$ cat config.mk
export PLATFORM = sky130hd
export DESIGN_NAME = sqrt_arbiter_flat
export DESIGN_NICKNAME = d
export VERILOG_FILES = /design/src/rtl/sqrt_arbiter_if.sv /design/src/rtl/sqrt_arbiter.sv /design/src/flat_wrapper.sv
export SDC_FILE = /design/constraint.sdc
export NUM_CORES = 1
export LEC_CHECK = 0
export CAP_MARGIN = 10
export CORE_MARGIN = 5
export CORE_UTILIZATION = 39
export CTS_CLUSTER_SIZE = 30
export DETAILED_ROUTE_END_ITERATION = 8
export GPL_ROUTABILITY_DRIVEN = 0
export GPL_TIMING_DRIVEN = 1
export PLACE_DENSITY = 0.82
export SLEW_MARGIN = 20
export SYNTH_ARGS = -nofsm -noshare
export SYNTH_HDL_FRONTEND = slang
export SYNTH_SLANG_ARGS = --single-unit
$ cat constraint.sdc
create_clock -name clk -period 2.4 [get_ports clk]
set_clock_uncertainty 0.1 [all_clocks]
set_input_delay 0.48 -clock clk [delete_from_list [all_inputs] [get_ports clk]]
set_output_delay 0.48 -clock clk [all_outputs]
set_load 0.01 [all_outputs]
$ cat src/rtl/sqrt_arbiter_if.sv
// sqrt_arbiter_if: requester bus and square-root unit handshake bundled for sqrt_arbiter.
// Rev 1.0
`default_nettype none

interface sqrt_arbiter_if #(
  parameter int N     = 4,
  parameter int WIDTH = 36
);
  localparam int IDX_W = $clog2(N);

  logic [N-1:0]       req;
  logic [N*WIDTH-1:0] rad;
  logic [N-1:0]       done;
  logic [WIDTH-1:0]   res_root;
  logic               res_err;
  logic [IDX_W-1:0]   grant_idx;
  logic               arb_busy;
  logic               sq_start;
  logic [WIDTH-1:0]   sq_rad;
  logic               sq_busy;
  logic               sq_valid;
  logic [WIDTH-1:0]   sq_root;

  // Arbiter side.
  modport slave (
    input  req, rad, sq_busy, sq_valid, sq_root,
    output done, res_root, res_err, grant_idx, arb_busy, sq_start, sq_rad
  );

  // Requesters plus square-root unit side.
  modport master (
    output req, rad, sq_busy, sq_valid, sq_root,
    input  done, res_root, res_err, grant_idx, arb_busy, sq_start, sq_rad
  );
endinterface

`default_nettype wire

$ cat src/rtl/sqrt_arbiter.sv
// sqrt_arbiter: round-robin sharing of one iterative square-root unit, with a hang watchdog.
// Rev 1.0
`default_nettype none

module sqrt_arbiter #(
  parameter int N       = 4,
  parameter int WIDTH   = 36,
  parameter int TIMEOUT = 64
) (
  input  logic          clk,
  input  logic          reset_n,
  sqrt_arbiter_if.slave bus
);
  localparam int IDX_W = $clog2(N);
  localparam int WD_W  = $clog2(TIMEOUT);
  localparam logic [WD_W-1:0]  WD_LAST  = WD_W'(TIMEOUT - 1);
  localparam logic [IDX_W-1:0] LAST_IDX = IDX_W'(N - 1);

  typedef enum logic [1:0] {
    S_IDLE  = 2'd0,
    S_ISSUE = 2'd1,
    S_WAIT  = 2'd2,
    S_DONE  = 2'd3
  } state_t;

  state_t           state, state_nxt;
  logic [IDX_W-1:0] last_grant, last_grant_nxt;
  logic [IDX_W-1:0] grant, grant_nxt;
  logic [IDX_W-1:0] cand, sel_idx;
  logic             sel_found;
  logic [WIDTH-1:0] sq_rad_q, sq_rad_nxt;
  logic [WIDTH-1:0] res_root_q, res_root_nxt;
  logic             sq_start_q, sq_start_nxt;
  logic             res_err_q, res_err_nxt;
  logic             arb_busy_q, arb_busy_nxt;
  logic [N-1:0]     done_q, done_nxt;
  logic [WD_W-1:0]  wd, wd_nxt;
  logic             saw_busy, saw_busy_nxt;
  logic             valid_q;
  logic             accept;

  // First requester above the last one served, wrapping modulo N.
  always_comb begin
    sel_found = 1'b0;
    sel_idx   = '0;
    cand      = '0;
    for (int k = 1; k <= N; k++) begin
      cand = IDX_W'((int'(last_grant) + k) % N);
      if (!sel_found && bus.req[cand]) begin
        sel_found = 1'b1;
        sel_idx   = cand;
      end
    end
  end

  // A level valid left over from an earlier operation must not be taken as
  // this operation's result: accept only after busy was seen, or on a fresh rise.
  assign accept = bus.sq_valid && !bus.sq_busy && (saw_busy || !valid_q);

  always_comb begin
    state_nxt      = state;
    last_grant_nxt = last_grant;
    grant_nxt      = grant;
    sq_rad_nxt     = sq_rad_q;
    sq_start_nxt   = 1'b0;
    done_nxt       = '0;
    res_root_nxt   = res_root_q;
    res_err_nxt    = res_err_q;
    wd_nxt         = wd;
    saw_busy_nxt   = saw_busy;

    case (state)
      S_IDLE: begin
        if (sel_found && !bus.sq_busy) begin
          grant_nxt    = sel_idx;
          sq_rad_nxt   = bus.rad[sel_idx*WIDTH +: WIDTH];
          saw_busy_nxt = 1'b0;
          wd_nxt       = '0;
          sq_start_nxt = 1'b1;
          state_nxt    = S_ISSUE;
        end
      end
      S_ISSUE: begin
        state_nxt = S_WAIT;
      end
      S_WAIT: begin
        wd_nxt = wd + 1'b1;
        if (bus.sq_busy) begin
          saw_busy_nxt = 1'b1;
        end
        if (accept) begin
          res_root_nxt    = bus.sq_root;
          res_err_nxt     = 1'b0;
          done_nxt[grant] = 1'b1;
          state_nxt       = S_DONE;
        end else if (wd == WD_LAST) begin
          res_root_nxt    = '0;
          res_err_nxt     = 1'b1;
          done_nxt[grant] = 1'b1;
          state_nxt       = S_DONE;
        end
      end
      S_DONE: begin
        last_grant_nxt = grant;
        state_nxt      = S_IDLE;
      end
      default: begin
        state_nxt = S_IDLE;
      end
    endcase

    arb_busy_nxt = (state_nxt != S_IDLE);
  end

  always_ff @(posedge clk or negedge reset_n) begin
    if (!reset_n) begin
      state      <= S_IDLE;
      last_grant <= LAST_IDX;
      grant      <= '0;
      sq_rad_q   <= '0;
      sq_start_q <= 1'b0;
      done_q     <= '0;
      res_root_q <= '0;
      res_err_q  <= 1'b0;
      arb_busy_q <= 1'b0;
      wd         <= '0;
      saw_busy   <= 1'b0;
      valid_q    <= 1'b0;
    end else begin
      state      <= state_nxt;
      last_grant <= last_grant_nxt;
      grant      <= grant_nxt;
      sq_rad_q   <= sq_rad_nxt;
      sq_start_q <= sq_start_nxt;
      done_q     <= done_nxt;
      res_root_q <= res_root_nxt;
      res_err_q  <= res_err_nxt;
      arb_busy_q <= arb_busy_nxt;
      wd         <= wd_nxt;
      saw_busy   <= saw_busy_nxt;
      valid_q    <= bus.sq_valid;
    end
  end

  assign bus.done      = done_q;
  assign bus.res_root  = res_root_q;
  assign bus.res_err   = res_err_q;
  assign bus.grant_idx = grant;
  assign bus.arb_busy  = arb_busy_q;
  assign bus.sq_start  = sq_start_q;
  assign bus.sq_rad    = sq_rad_q;

endmodule

`default_nettype wire

$ cat src/flat_wrapper.sv
// flat-port wrapper written by rule: the top's interface ports become plain ports
module sqrt_arbiter_flat 
#(
  parameter int N       = 4,
  parameter int WIDTH   = 36,
  parameter int TIMEOUT = 64
)
  (clk, reset_n, bus_req, bus_rad, bus_sq_busy, bus_sq_valid, bus_sq_root, bus_done, bus_res_root, bus_res_err, bus_grant_idx, bus_arb_busy, bus_sq_start, bus_sq_rad);
  sqrt_arbiter_if #(.N(N), .WIDTH(WIDTH)) bus_i ();
  input  logic clk;
  input  logic reset_n;
  input wire logic [$bits(bus_i.req)-1:0] bus_req;
  input wire logic [$bits(bus_i.rad)-1:0] bus_rad;
  input wire logic [$bits(bus_i.sq_busy)-1:0] bus_sq_busy;
  input wire logic [$bits(bus_i.sq_valid)-1:0] bus_sq_valid;
  input wire logic [$bits(bus_i.sq_root)-1:0] bus_sq_root;
  output wire logic [$bits(bus_i.done)-1:0] bus_done;
  output wire logic [$bits(bus_i.res_root)-1:0] bus_res_root;
  output wire logic [$bits(bus_i.res_err)-1:0] bus_res_err;
  output wire logic [$bits(bus_i.grant_idx)-1:0] bus_grant_idx;
  output wire logic [$bits(bus_i.arb_busy)-1:0] bus_arb_busy;
  output wire logic [$bits(bus_i.sq_start)-1:0] bus_sq_start;
  output wire logic [$bits(bus_i.sq_rad)-1:0] bus_sq_rad;
  assign bus_i.req = bus_req;
  assign bus_i.rad = bus_rad;
  assign bus_i.sq_busy = bus_sq_busy;
  assign bus_i.sq_valid = bus_sq_valid;
  assign bus_i.sq_root = bus_sq_root;
  assign bus_done = bus_i.done;
  assign bus_res_root = bus_i.res_root;
  assign bus_res_err = bus_i.res_err;
  assign bus_grant_idx = bus_i.grant_idx;
  assign bus_arb_busy = bus_i.arb_busy;
  assign bus_sq_start = bus_i.sq_start;
  assign bus_sq_rad = bus_i.sq_rad;
  sqrt_arbiter #(.N(N), .WIDTH(WIDTH), .TIMEOUT(TIMEOUT)) u_core (.clk(clk), .reset_n(reset_n), .bus(bus_i));
endmodule
==> impl_results.md <==
* Status: completed
* Slew headroom at 0.7107
* Post-synth EDFFs at 0
* #FFs+latches synth at 93
* Starting Density at 0.3944
* TritonCTS Sinks at 93
* Area after DPL at roughly 7700 µm²
* Slowest stage cell, crit path: clkdlybuf4s50_1
* Vias in the first global route at 4,768
* Setup CP Type: in -> reg
* Final setup fails at 0
* Global route overflow at 0
* H-tree depth at 3
* Crit start category: input port
* CP Data Required Time at between 2 and 3 ns
* Area Growth Syn to Fin at 70.42%
* ANT cells at 0
* Final period util at 0.9347
* Final ANT Viol Nets at 0
* Crit-path max FO at 21
* Slowest stage delay, CP at 0.49 ns
* Max Buffers Root-to-Sink at 2
* HPWL Detailed at between 10,000 and 15,000 µm
* CTS clk-pin slew, worst paths at 0.07 ns
* GRT Util Overall at 0.2166
* Cell Rows at 40
* Worst skew pair latency at 0.33 ns
* Vias per cell at roughly 5.2
* Initial DRC count at ~240
* Vias at between 4,000 and 5,000
* Syn Inst Count at 379
* Nets at between 800 and 900
* Fin area at ~8000 µm²
* Stages on worst setup path at 8
* Cell Chain, Critical Path: clkdlybuf4s50_1 > nand2b_1 > a21boi_1 > nor3_2 > buf_12 > buf_12 > mux2i_1 > o221ai_2
* Maxcap violations at 0
* Cell leakage power at 3.498 nW
* R2r worst-path depth at 7
* Core area at around 12,000 µm²
* Total die area at 14,290 µm²
* Sequential fraction of the synthesis area at 0.4980
* Hold depth at 2
* Final Non-Filler Cells at approximately 810
* Largest net degree at the start of global routing at 64
* Die Wd at 119.5 µm
* Placed cells at just under 800
* Family with the most delay on the worst path: buffers and inverters
* Multi-input combinational cell area at 2141 µm²
* Distinct cells, synth at 40
* Fin util at 0.6722
* Fin crit period at between 2 and 2.5 ns
* Worst-margin pin slew at between 0.4 and 0.5 ns
* Post-synthesis average cell area at 12.34 µm²
* CTS Buf Count at 9
* DRT Wirelength at ~16,000 µm
* Layout cells sized above 1 at 0.1308
* CP bufs+invs at 3
* Post_cts resized at 0
* Final max-slew violation count at 0
* Hold Vio Cnt, Final at 0
* Critical Path End Type: flip-flop
* Commonest cells post-synth: dfrtp_1, mux2i_1, nand2_1, a22o_1, o221ai_2
* Post-Syn Nets at approximately 570
* Area contributors post-synth: dfrtp_1, mux2i_1, o221ai_2
* Chip Height at about 120 µm
* Fillers at 900
* First-pass GRT wire length at about 25,000 µm
* Port buffer count at between 200 and 300
* Critical path's most frequent cell: buf_12
* Ys flop type: dfrtp_1
* Routed WL per cell at around 19 µm
* Register Area at between 2000 and 2500 µm²
* YS warnings at 0
* Top-count cell post-synth: dfrtp_1
* Num ports at approximately 270
* Asr flop ratio synth at 1.000
* Hold Crit Class: reg -> reg
* Cell Area, Synth at approximately 4700 µm²
* Cell taking the most area after synthesis: dfrtp_1
* Area share of the largest cell type after synthesis at 0.4868
* TritonRoute pass-1 iters at 4
* Arrival @ worst endpoint at ~2.4 ns
* CTS tree: done
* RSZ-0062 raised after global routing: false
* Drt drc at 0
* FMAX at around 450 MHz
* Pwr Density at 1059 nW/µm²
* Antenna violations before repair at 0
* Max VDD drop at roughly 650 µV
* CTS root buf: clkbuf_16
power by group:
part	internal, W	leakage, nW	switching, W
logic	0.00249	2.19	0.00185
clock network	0.000729	0.145	0.000647
registers	0.00226	1.17	0.000456
total	0.00549	3.50	0.00296
what timing repair did:
action / in CTS / in global routing
hold buffers: 1 / 0
endpoints found under the hold margin: 15 / 0
buffers inserted: 0 / 0
endpoints found under the setup margin: 0 / 0
state kept, by name (all words and copies together), names as in the netlist:
name,flops
u_core.bus.sq_start,1
u_core.bus.sq_rad,36
u_core.last_grant,2
u_core.wd,6
u_core.valid_q,1
u_core.state,2
u_core.bus.arb_busy,1
u_core.bus.res_err,1
u_core.bus.res_root,36
u_core.bus.done,4
u_core.bus.grant_idx,2
u_core.saw_busy,1
cell type report:
class                           count  area share
Clock buffer                        9     0.02825
Clock inverter                      7    0.007847
Inverter                            4    0.001883
Multi-Input combinational cell    253      0.2685
Sequential cell                    93      0.2922
Tap cell                          147     0.02307
Timing Repair Buffer              299      0.3782
worst register-to-register path: stages (launching register included):
cell and delay, ns:
dfstp_2 0.56, nand2b_1 0.15, a21boi_1 0.11, nor3_2 0.29, buf_12 0.21, buf_12 0.21
mux2i_1 0.28, o221ai_2 0.14
routing by layer:
metal	part of all wire	global-route usage	up-vias
met5	0	0	-
li1	-	-	1982
met2	0.50	0.3708	197
met1	0.39	0.2608	1997
met3	0.092	0.07116	20
met4	0.017	0.06299	0
worst paths after layout:
check,startpoint,to,slack [ns]
setup reg to reg,u_core.last_grant[0],u_core.bus.sq_rad[21],0.25
setup / recovery,bus_req[3],u_core.bus.sq_rad[21],0.16
max in group asynchronous,reset_n,u_core.bus.sq_rad[19],0.97
hold reg to reg,u_core.bus.sq_rad[17],u_core.bus.sq_rad[17],0.39
min in group asynchronous,reset_n,u_core.bus.res_root[4],0.53
hold / removal,u_core.bus.sq_rad[17],u_core.bus.sq_rad[17],0.39
layout by cell type (no fill, tap or decap), types with 3 or more instances in the layout:
master / Yosys / routed
o21ai_0: 4 / 4
nand2_1: 45 / 45
o221ai_1: 10 / 10
nor2_1: 13 / 12
a22o_1: 38 / 38
o221ai_2: 27 / 27
nand3_1: 3 / 3
mux2i_1: 73 / 73
buf_4: 7 / 23
ha_1: 5 / 5
inv_1: 4 / 4
clkbuf_16: 0 / 9
dfrtp_1: 91 / 91
clkdlybuf4s50_1: 0 / 267
buf_12: 0 / 8
nand2b_1: 4 / 4
inv_6: 0 / 3
cell families after synthesis:
group                      Yosys count  synth area share
AOI/OAI and AO/OA                   89            0.1966
xor gates and xnor gates             2          0.003745
and+or+nand+nor                     82           0.08024
muxes                               75            0.1610
buffers and inverters               33           0.04707
DFF                                 93            0.4980
adders and majority gates            5           0.01337
through the flow:
stage / hold WS [ns] / total power [W] / TNS, ns / setup WS, ns
3_5_place_dp: 0.3541 / 0.007125 / -3.527 / -0.1954
4_1_cts: 0.3927 / 0.008548 / 0 / 0.1646
5_1_grt: 0.4110 / 0.008982 / 0 / 0.05217
6_report: 0.3876 / 0.008444 / 0 / 0.1568
3_3_place_gp: 0.3408 / 0.006978 / -1.139 / -0.07168
2_1_floorplan: 0.08441 / 0.004903 / 0 / 0.5011
No activity file was read; power rests on OpenSTA's default activity.
